===== config.mk =====
export PLATFORM = sky130hd
export DESIGN_NAME = digit_serial_subtractor
export DESIGN_NICKNAME = d
export VERILOG_FILES = /design/src/rtl/digit_serial_subtractor_pkg.sv /design/src/rtl/digit_subtractor.sv /design/src/rtl/digit_serial_subtractor.sv
export SDC_FILE = /design/constraint.sdc
export NUM_CORES = 1
export LEC_CHECK = 0
export CAP_MARGIN = 20
export CELL_PAD_IN_SITES_DETAIL_PLACEMENT = 0
export CELL_PAD_IN_SITES_GLOBAL_PLACEMENT = 1
export CORE_MARGIN = 2
export CORE_UTILIZATION = 40
export CTS_CLUSTER_DIAMETER = 40
export DETAILED_ROUTE_END_ITERATION = 16
export PLACE_DENSITY = 0.82
export SETUP_SLACK_MARGIN = 0.5
export SLEW_MARGIN = 20
export SYNTH_ARGS = -nofsm -noshare
export SYNTH_HDL_FRONTEND = slang
export SYNTH_SLANG_ARGS = --single-unit
export TNS_END_PERCENT = 5

===== constraint.sdc =====
create_clock -name clk -period 2.7 [get_ports clk]
set_input_delay 0.54 -clock clk [delete_from_list [all_inputs] [get_ports clk]]
set_output_delay 0.54 -clock clk [all_outputs]
set_load 0.1 [all_outputs]

===== src/rtl/digit_serial_subtractor_pkg.sv =====
// Shared types and sizing helpers for the digit-serial subtractor.
// Slice count, counter width and the geometry check live here.
package digit_serial_subtractor_pkg;

    typedef enum logic [1:0] {
        IDLE,
        RUN,
        DONE
    } state_t;

    function automatic int num_slices(input int width, input int digit);
        return width / digit;
    endfunction

    function automatic int cnt_bits(input int n);
        return (n <= 1) ? 1 : $clog2(n);
    endfunction

    function automatic bit width_ok(input int width, input int digit);
        return (digit >= 1) && (digit <= width) && (width % digit == 0);
    endfunction

endpackage


===== src/rtl/digit_subtractor.sv =====
// Combinational DIGIT-bit slice: ripple of full-subtractor bit cells.
// Also flags an all-zero slice result.
module digit_subtractor
    import digit_serial_subtractor_pkg::*;
#(
    parameter int DIGIT = 4
) (
    input  logic [DIGIT-1:0] x,
    input  logic [DIGIT-1:0] y,
    input  logic             bin,
    output logic [DIGIT-1:0] d,
    output logic             bout,
    output logic             dz
);

    always_comb begin
        logic br;
        br = bin;
        d  = '0;
        for (int i = 0; i < DIGIT; i++) begin
            d[i] = x[i] ^ y[i] ^ br;
            br   = (~x[i] & y[i]) | (~(x[i] ^ y[i]) & br);
        end
        bout = br;
    end

    assign dz = ~|d;

endmodule


===== src/rtl/digit_serial_subtractor.sv =====
// Multi-cycle a - b - borrow_in, one DIGIT-bit slice per clock, LSB first,
// with valid/ready handshakes on both sides.
module digit_serial_subtractor
    import digit_serial_subtractor_pkg::*;
#(
    parameter int WIDTH = 16,
    parameter int DIGIT = 4
) (
    input  logic             clk,
    input  logic             rst_n,
    input  logic             in_valid,
    output logic             in_ready,
    input  logic [WIDTH-1:0] a,
    input  logic [WIDTH-1:0] b,
    input  logic             borrow_in,
    output logic             out_valid,
    input  logic             out_ready,
    output logic [WIDTH-1:0] diff,
    output logic             borrow_out,
    output logic             zero
);

    localparam int N  = num_slices(WIDTH, DIGIT);
    localparam int CW = cnt_bits(N);
    localparam logic [CW-1:0] LAST = CW'(N - 1);

    if (!width_ok(WIDTH, DIGIT)) begin : g_bad_geometry
        $error("WIDTH must be a positive multiple of DIGIT");
    end

    state_t           state;
    logic [WIDTH-1:0] a_sh;
    logic [WIDTH-1:0] b_sh;
    logic [WIDTH-1:0] d_sh;
    logic             bor;
    logic             zacc;
    logic [CW-1:0]    cnt;

    logic [DIGIT-1:0] sd;
    logic             sbout;
    logic             sdz;
    logic [WIDTH-1:0] d_next;

    digit_subtractor #(
        .DIGIT (DIGIT)
    ) u_slice (
        .x    (a_sh[DIGIT-1:0]),
        .y    (b_sh[DIGIT-1:0]),
        .bin  (bor),
        .d    (sd),
        .bout (sbout),
        .dz   (sdz)
    );

    // New slice enters at the MSB end; after N shifts slice 0 sits at the LSB.
    assign d_next = (d_sh >> DIGIT) | (WIDTH'(sd) << (WIDTH - DIGIT));

    always_ff @(posedge clk or negedge rst_n) begin
        if (!rst_n) begin
            state      <= IDLE;
            in_ready   <= 1'b1;
            out_valid  <= 1'b0;
            diff       <= '0;
            borrow_out <= 1'b0;
            zero       <= 1'b0;
            a_sh       <= '0;
            b_sh       <= '0;
            d_sh       <= '0;
            bor        <= 1'b0;
            zacc       <= 1'b0;
            cnt        <= '0;
        end else begin
            unique case (state)
                IDLE: begin
                    if (in_valid) begin
                        a_sh     <= a;
                        b_sh     <= b;
                        d_sh     <= '0;
                        bor      <= borrow_in;
                        zacc     <= 1'b1;
                        cnt      <= '0;
                        in_ready <= 1'b0;
                        state    <= RUN;
                    end
                end
                RUN: begin
                    a_sh <= a_sh >> DIGIT;
                    b_sh <= b_sh >> DIGIT;
                    d_sh <= d_next;
                    bor  <= sbout;
                    zacc <= zacc & sdz;
                    cnt  <= cnt + CW'(1);
                    if (cnt == LAST) begin
                        diff       <= d_next;
                        borrow_out <= sbout;
                        zero       <= zacc & sdz;
                        out_valid  <= 1'b1;
                        state      <= DONE;
                    end
                end
                DONE: begin
                    if (out_ready) begin
                        out_valid <= 1'b0;
                        in_ready  <= 1'b1;
                        state     <= IDLE;
                    end
                end
                default: state <= IDLE;
            endcase
        end
    end

endmodule


# After elaboration in Yosys (flattened, before gate mapping)
# Cells that the tools add are included.
[word_totals] register_bits=74 output_inout_bits=20 in_bits=37
[op_classes] n_addsub=1 reduce_logical=11 n_mux=22 eq_ne=6 bitwise_logic=30
[ops] cell="$pmux 16 s2" n=3
[ops] cell="$mux 16" n=3
[ops] cell="$or 12x16->16" n=1
[ops] cell="$and 1x1->1" n=9
[ops] cell="$reduce_and 3->1" n=3
[ops] cell="$mux 2" n=4
[ops] cell="$not 1->1" n=8
[ops] cell="$pmux 1 s2" n=4
[ops] cell="$xor 1x1->1" n=8
[ops] cell="$mux 1" n=6
[ops] cell="$ne 2x2->1 const B" n=3
[ops] cell="$pmux 2 s3" n=1
[ops] cell="$reduce_bool 2->1" n=3
[ops] cell="$eq 2x2->1 const B" n=2
[ops] cell="$or 1x1->1" n=4
[ops] cell="$pmux 2 s2" n=1
[ops] cell="$reduce_and 2->1" n=2
[ops] cell="$reduce_or 4->1" n=1
[ops] cell="$add 2x1->2 const B" n=1
[ops] cell="$eq 2x1->1 const B" n=1
[ops] cell="$logic_not 2->1" n=1
[ops] cell="$logic_not 1->1" n=1

# Depth between registers and ports, before layout
# Gate-level depths: netlist (run 1).
[depth] depth_word=13 mapped_depth=9 depth_no_buf=9

# Modules after synthesis
# From an unflattened synthesis (run 1), not the netlist that was laid out.
[unflattened] cells_unflattened=263 hier_area_um2=3342.0
[modules_own_cells] module="digit_serial_subtractor" area_per_inst_um2=3218.1 seq_area_each_um2=1752.9 cells_per_inst=249 n_inst=1
[modules_own_cells] module="digit_subtractor" area_per_inst_um2=123.9 seq_area_each_um2=0.0 cells_per_inst=14 n_inst=1

# Least setup slack after synthesis (run 1)
# No wires, ideal clock.
[synth_timing] path_kind="flip-flop to flip-flop" startpoint="register a_sh[0]" endpoint="register zero" arrival_time_ns=2.377 required_time_ns=2.617 path_stages_with_launch=10 setup_time_ns=0.083 setup_slack_ns=0.240 cell_sequence="dfrtp_1 > inv_1 > fa_1 > fa_1 > fa_1 > inv_1 > fa_1 > nor2b_1 > nand4_1 > o21ai_0"
[synth_via] elab_chain_cells=12 word_cells_on_any_way=17
[synth_rtl] item="start: declaration" line_no="digit_serial_subtractor.sv:32" rtl="logic [WIDTH-1:0] a_sh;"
[synth_rtl] item="start signal: assignment" line_no="digit_serial_subtractor.sv:87" rtl="a_sh <= a_sh >> DIGIT;"
[synth_rtl] item="$xor 1x1->1" line_no="digit_subtractor.sv:21, digit_subtractor.sv:22"
[synth_rtl] item="$not 1->1" line_no="digit_subtractor.sv:22" rtl="br = (~x[i] & y[i]) | (~(x[i] ^ y[i]) & br);"
[synth_rtl] item="$and 1x1->1" line_no="digit_subtractor.sv:22"
[synth_rtl] item="$or 1x1->1" line_no="digit_subtractor.sv:22"
[synth_rtl] item="$and 1x1->1" line_no="digit_subtractor.sv:22"
[synth_rtl] item="$or 1x1->1" line_no="digit_subtractor.sv:22"
[synth_rtl] item="$and 1x1->1" line_no="digit_subtractor.sv:22"
[synth_rtl] item="$or 1x1->1" line_no="digit_subtractor.sv:22"
[synth_rtl] item="$xor 1x1->1" line_no="digit_subtractor.sv:21" rtl="d[i] = x[i] ^ y[i] ^ br;"
[synth_rtl] item="$reduce_or 4->1 (*)" line_no="digit_subtractor.sv:27" rtl="assign dz = ~|d;"
[synth_rtl] item="$logic_not 1->1 (*)" line_no="digit_subtractor.sv:27"
[synth_rtl] item="$and 1x1->1 (*)" line_no="digit_serial_subtractor.sv:96" rtl="zero <= zacc & sdz;"
[synth_rtl] item="end signal: assignment" line_no="digit_serial_subtractor.sv:96"
[synth_rtl] item="end: declaration" line_no="digit_serial_subtractor.sv:20" rtl="output logic zero"
# Mark *: on every way between the ends. The rest lies on a longest branch, timed or not.
# A chain may end at the register's enable or synchronous reset.

# Final worst setup path (run 1)
# Same ends and word-level chain as after synthesis.

==> flow_summary.toml, run 1 <==
[worst_setup_path]
end_kind = "flop"
cp.arrival_ns = 2.72
cp.required_ns = 2.96
path_class = "flop to flop"
crit_fanout = 3
crit_path_start_kind = "flop"

[clock_network]
path_clk_slew_ns = 0.08
clk_latency_ns = 0.34
clk_path_buf_depth = 2
root_buffer = "clkbuf_8"
clock_sinks = 70
cts-hold-fix-buffers = 0
cts.htree.levels = 3
cts_tree = "built"
numCtsBuffers = 9

[route]
ant_nets = 0
vias_per_cell = 4.97
wl_per_cell_um = 14.4
route.detailed.drc = 0
via_count = 2191
wl_um = 6370
drtIter0Drc = 96
drt-pass1-iter-count = 4

[global_routing]
grt_pass1_vias = 2198
globalRouteOverflowTotal = 0
grt_max_degree = 71
antenna_found_initial = 0
grt_pass1_wl_um = 10700
grtUsageTotal_pct = 16.3

[placed_design]
port_buffers = 56
place_hpwl_um = 4230
globalplace.congestion = 0.773

[floorplan]
rows = 31
die_h_um = 90.9
initial_core_util_pct = 41.5
die_w_um = 90.9
dieArea_um2 = 8270
ios = 57
core_area_um2 = 7290

[finish]
antenna_cells = 0
seq_area_um2 = 1750
fillers = 679
layout.nets = 379
area_growth_pct = 27.5
drive_gt1_share_pct = 19.3
multi_input_area_um2 = 1130

[timing]
fmax_ghz = 0.406
drv_slew = 0
skew_ns = 0.0124
grt_setup_unrepaired = "yes"
slew_headroom_pct = 56.2
setup_tns_ns = 0
setup_viol = 0
hold_viol = 0
tightest_slew_ns = 0.656
timing.final.crit_share_pct = 91.2
period_minus_slack_ns = 2.46

[flow_run]
drv_cap = 0

[synthesis]
synth_compound_area_share_pct = 13.5
synthesis.instances = 283
synth_xor_area_share_pct = 0
ys_warn_count = 0
ys_ff_latch = 70
synth_top_family_by_area = "simple AND/OR/NAND/NOR gates"
ys_seq_area_share_pct = 58.0
synth_cell_types = 26
synth-simple-area-share_pct = 13.7
syn_nets = 325
yosys.area_share.adder_pct = 3.06
netlist_area_um2 = 3020
syn_avg_cell_area_um2 = 10.7
synthMuxAreaShare_pct = 6.62

[run_status]
status = "finished, final reports clean"

[hold_path]
hold_path_class = "primary input to async pin"
==> repair_timing <==
item                       CTS  global route
setup endpoints to repair    4             4
buffers inserted             1             0
gates resized for setup      0             2
pin swaps                    2             2
==> path summary, 6_finish.rpt <==
check,start,to,slack [ns],cells after the start
worst max-delay path,a_sh[0],zero,0.24,9
worst min-delay path,rst_n,diff[2],0.21,2
worst max register to register,a_sh[0],zero,0.24,9
worst min register to register,d_sh[6],d_sh[6],0.50,1
max in group asynchronous,rst_n,in_ready,2.16,2
min in group clk,d_sh[6],d_sh[6],0.50,1
==> state kept, by name (all words and copies together) (netlist names), 2 cells and up <==
name   cells
a_sh      16
b_sh      16
diff      16
d_sh      12
cnt        2
state      2
==> stage by stage <==
step	cell area [um2]	worst slack, ns	hold slack (ns)	cells	util [%]
after detailed placement	3600	0.181	0.480	424	49.3
after global placement	3600	0.282	0.482	424	49.3
after floorplan	3030	0.340	0.244	283	-
after global routing	3850	0.0910	0.226	441	52.8
final	3850	0.237	0.211	441	52.8
after CTS	3850	0.192	0.225	441	52.8
==> layout by cell type, fill, tap and decap left out, types with 2 or more instances in the layout <==
cell type,instances
nor2_1,25
mux2_4,9
mux2i_1,2
clkdlybuf4s50_1,35
clkbuf_8,9
bufinv_16,3
clkinv_4,2
a21oi_1,10
buf_4,26
fa_2,3
inv_1,7
clkinvlp_4,2
nor2b_1,2
nand2_1,69
o21ai_0,11
mux2_2,4
a22o_1,14
a31oi_1,24
dfrtp_1,69
==> synthesized netlist by cell type <==
cell / instances / share of area (%)
a22o_1: 14 / 4.1
mux2i_1: 2 / 0.66
dfrtp_1: 69 / 57
nor2b_1: 3 / 0.62
nand2_1: 69 / 8.6
buf_6: 2 / 0.74
mux2_2: 4 / 1.5
inv_1: 8 / 0.99
o21bai_2: 1 / 0.37
o31ai_1: 1 / 0.25
a31oi_1: 24 / 5.0
o21ai_0: 12 / 2.0
nor3_1: 1 / 0.17
dfstp_2: 1 / 0.87
nor2_1: 25 / 3.1
nand4_1: 1 / 0.21
nand3b_4: 1 / 0.66
nand2b_1: 2 / 0.41
a22oi_1: 1 / 0.25
ha_1: 1 / 0.41
buf_2: 14 / 2.3
clkbuf_4: 1 / 0.25
a21oi_1: 10 / 1.7
buf_4: 3 / 0.74
mux2_4: 9 / 4.5
fa_1: 4 / 2.6
==> final cells by class <==
class / count / share of cell area (%)
clock buffers: 9 / 3.21
clock inverters: 7 / 3.18
inverters: 8 / 0.779
multi-input cells: 185 / 29.3
flip-flops and latches: 70 / 45.5
well taps: 99 / 3.21
repair buffers: 63 / 14.8
==> worst max-delay path, stage by stage (launching register included) <==
cell,delay [ns]
dfrtp_1,0.35
inv_1,0.07
fa_2,0.39
fa_2,0.35
fa_2,0.34
inv_2,0.06
fa_1,0.44
nor2b_1,0.13
nand4_1,0.11
o21ai_1,0.15
==> cells by family after synthesis <==
group | after synthesis
AOI/OAI and AO/OA | 63
adders and majority gates | 5
buffers and inverters | 28
DFF | 70
muxes | 15
and+or+nand+nor | 102
==> per-layer routing <==
layer  vias to the layer above  track usage [%]  wire, um
li1                       1067                -         -
met3                        11             3.40       304
met2                        63             24.2      2880
met4                         0             7.45       116
met5                         -                0         0
met1                      1050             23.0      3070
Power of run 1 is left out: the tool's default activity adds up to more than one toggle a clock period on the data nets, which glitch-free logic cannot reach.
==> inputs of run 2 (changes only) <==
--- a/config.mk
+++ b/config.mk
@@ -5,7 +5,6 @@
 export SDC_FILE = /design/constraint.sdc
 export NUM_CORES = 1
 export LEC_CHECK = 0
-export CAP_MARGIN = 20
 export CELL_PAD_IN_SITES_DETAIL_PLACEMENT = 0
 export CELL_PAD_IN_SITES_GLOBAL_PLACEMENT = 1
 export CORE_MARGIN = 2
==> results of run 2 <==
Same layout as run 1: the final DEF is identical, and so are final timing and power.
Power of run 2 is left out for the same reason.
==> inputs of run 3 (changes only) <==
--- a/config.mk
+++ b/config.mk
@@ -5,16 +5,18 @@
 export SDC_FILE = /design/constraint.sdc
 export NUM_CORES = 1
 export LEC_CHECK = 0
+export CAP_MARGIN = 20
 export CELL_PAD_IN_SITES_DETAIL_PLACEMENT = 0
 export CELL_PAD_IN_SITES_GLOBAL_PLACEMENT = 1
 export CORE_MARGIN = 2
-export CORE_UTILIZATION = 40
+export CORE_UTILIZATION = 38
 export CTS_CLUSTER_DIAMETER = 40
 export DETAILED_ROUTE_END_ITERATION = 16
-export PLACE_DENSITY = 0.82
+export PLACE_DENSITY = 0.78
 export SETUP_SLACK_MARGIN = 0.5
 export SLEW_MARGIN = 20
 export SYNTH_ARGS = -nofsm -noshare
 export SYNTH_HDL_FRONTEND = slang
+export SYNTH_HIERARCHICAL = 1
 export SYNTH_SLANG_ARGS = --single-unit
 export TNS_END_PERCENT = 5
==> constraint.sdc (replaced) <==
create_clock -name clk -period 2.2 [get_ports clk]
set_input_delay 0.44 -clock clk [delete_from_list [all_inputs] [get_ports clk]]
set_output_delay 0.44 -clock clk [all_outputs]
set_load 0.1 [all_outputs]
==> run 3 against run 2 <==
Effect of this change: worst setup slack got worse by 0.56 ns; routed wire length increased by 14%; sequential cell count unchanged; the flow now finishes with violations (setup timing); count of clock-buffer cells in the layout increased by 3; synthesized cell count decreased by 7.1%; first-iteration DRC count decreased by 15%.
==> flow_summary.toml, run 3 <==
[floorplan]
die_w_um = 97.8
core_area_um2 = 8640
initial_core_util_pct = 38.7
ios = 57
dieArea_um2 = 9560
die_h_um = 97.8
rows = 34

[clock_network]
path_clk_slew_ns = 0.07
cts-hold-fix-buffers = 0
numCtsBuffers = 9
cts_tree = "built"
root_buffer = "clkbuf_8"
cts.htree.levels = 3
clock_sinks = 70
clk_latency_ns = 0.35
clk_path_buf_depth = 2

[worst_setup_path]
critPathMostFrequentCell = "fa_2"
cp.required_ns = 2.47
end_kind = "flop"
path_class = "flop to flop"
crit_fanout = 3
crit_start = "a_sh[0]"
crit_path_start_kind = "flop"
slowest_stage = "fa_2"
r2r_start = "a_sh[0]"
worstPathCellList = "inv_2 > fa_2 > fa_2 > fa_2 > inv_2 > fa_2 > and4b_1 > nand2_1 > o21ai_1"
cp.arrival_ns = 2.79
critPathMaxStageDelay_ns = 0.43
reg2reg_setup_slack_ns = -0.32

[pwr]
p_per_area_nw_per_um2 = 1810
total_power_mw = 7.56
ir_drop_mv = 0.599
p_leak_nw = 1.85

[global_routing]
grt_max_degree = 28
grtUsageTotal_pct = 16.2
antenna_found_initial = 0
grt_pass1_vias = 2376
globalRouteOverflowTotal = 0
grt_pass1_wl_um = 12300

[placed_design]
dp_slack_ns = -0.307
placed_cells = 417
place_hpwl_um = 4880
port_buffers = 56
globalplace.congestion = 0.768
placed_area_um2 = 3930

[timing]
period_minus_slack_ns = 2.52
slew_headroom_pct = 58.3
fmax_ghz = 0.397
finalWorstSetupSlack_ns = -0.320
timing.final.crit_share_pct = 115
tightest_slew_ns = 0.624
hold_viol = 0
grt_setup_unrepaired = "yes"
drv_slew = 0
setup_tns_ns = -0.871
skew_ns = 0.00703
setup_viol = 4
whs_ns = 0.0863

[finish]
multi_input_area_um2 = 1390
layout.nets = 364
final_common_cell = "dfrtp_1"
area_growth_pct = 25.0
drive_gt1_share_pct = 38.2
antenna_cells = 0
reg_top3 = "a_sh: 16 flops, b_sh: 16 flops, diff: 16 flops"
utilization_pct = 48.4
seq_area_um2 = 1750
finalInstanceArea_um2 = 4180
layout_common_cells = "68 x dfrtp_1, 35 x clkdlybuf4s50_1, 32 x buf_4"
instances_no_fill = 435
fillers = 818

[synthesis]
synth_most_common_cell = "dfrtp_1"
netlist_area_um2 = 3340
yosysTopAreaCellShare_pct = 51.7
synth_top_area_cell = "dfrtp_1"
yosys-top-cells-area = "dfrtp_1 52%, mux2_4 7.6%, o22ai_2 7.5%"
syn_avg_cell_area_um2 = 12.7
synth_flop_cell = "dfrtp_1"
ys_ff_latch = 70
async_flop_share_pct = 100
synthesis.instances = 263
synth_cell_types = 30
ys_seq_area_share_pct = 52.5
ys_warn_count = 6
synth_common_cells = "69 x dfrtp_1, 30 x o22ai_1, 20 x a21oi_2, 20 x o22ai_2, 17 x mux2_4"
synth_edf_count = 0
syn_nets = 305

[run_status]
status = "complete, but fails checks"
violations = "setup timing"

[route]
drtIter0Drc = 82
wl_per_cell_um = 16.7
via_count = 2289
wl_um = 7260
ant_nets = 0
vias_per_cell = 5.26
drt-pass1-iter-count = 4
route.detailed.drc = 0

[hold_path]
hold_path_class = "primary input to async pin"

[flow_run]
drv_cap = 0
## run 3: changes by cell type in the layout (fill, tap and decap cells not counted), sizes merged, moves of 2 or more
cell      before  now
a31oi         24    0
o21ai         12   20
buf           28   35
clkinvlp       2    0
clkbuf         9   12
a21oi         10   30
mux2i          2    0
o22ai          0   50
nor2          25    4
nand2         69   13
mux2          13   17
inv            8   11
nor2b          3    1
## run 3: area by class of cell
cell class / count / share of cell area, %
Inverter: 11 / 1.05
Sequential cell: 70 / 42.0
Timing Repair Buffer: 70 / 15.2
Multi-Input combinational cell: 160 / 33.3
Clock buffer: 12 / 3.48
Clock inverter: 4 / 1.68
Tap cell: 108 / 3.24
## run 3: cell families after synthesis
family	after synthesis	share of synthesized area [%]
flops	70	52.5
fa+ha+maj	5	2.77
mux	17	7.64
simple gates	23	3.86
compound gates	115	26.8
buf+inv	33	6.48
## run 3: per-layer routing
metal	GRT usage [%]	vias to the layer above	wire length [um]
li1	-	1093	-
met1	21.7	1130	3380
met4	5.13	0	89
met5	0	-	0
met2	26.1	55	3500
met3	3.94	11	290
## run 3: critical path: cells and delay by family (launching register included)
kind	cells	cell delay, ns
simple gates	2	0.32
flops	1	0.37
buf+inv	2	0.12
fa+ha+maj	4	1.50
compound gates	1	0.12
## run 3: final timing paths
kind	to	cells past startpoint
min	diff[3]	1
max in group asynchronous	in_ready	2
max	zero	9
max reg2reg	zero	9
min in group clk	cnt[0]	1
min reg2reg	cnt[0]	1
## run 3: what timing repair did
| item | CTS | global route |
|---|---|---|
| gates resized for setup | 4 | 3 |
| setup endpoints to repair | 9 | 27 |
| setup buffers | 1 | 1 |
## run 3: where the power goes
part | total, mW | internal, mW | leakage, nW | switching (mW)
logic | 4.03 | 1.54 | 0.872 | 2.48
registers | 2.39 | 1.88 | 0.865 | 0.515
clock network | 1.14 | 0.667 | 0.110 | 0.470
No activity file was read; power rests on OpenSTA's default activity.
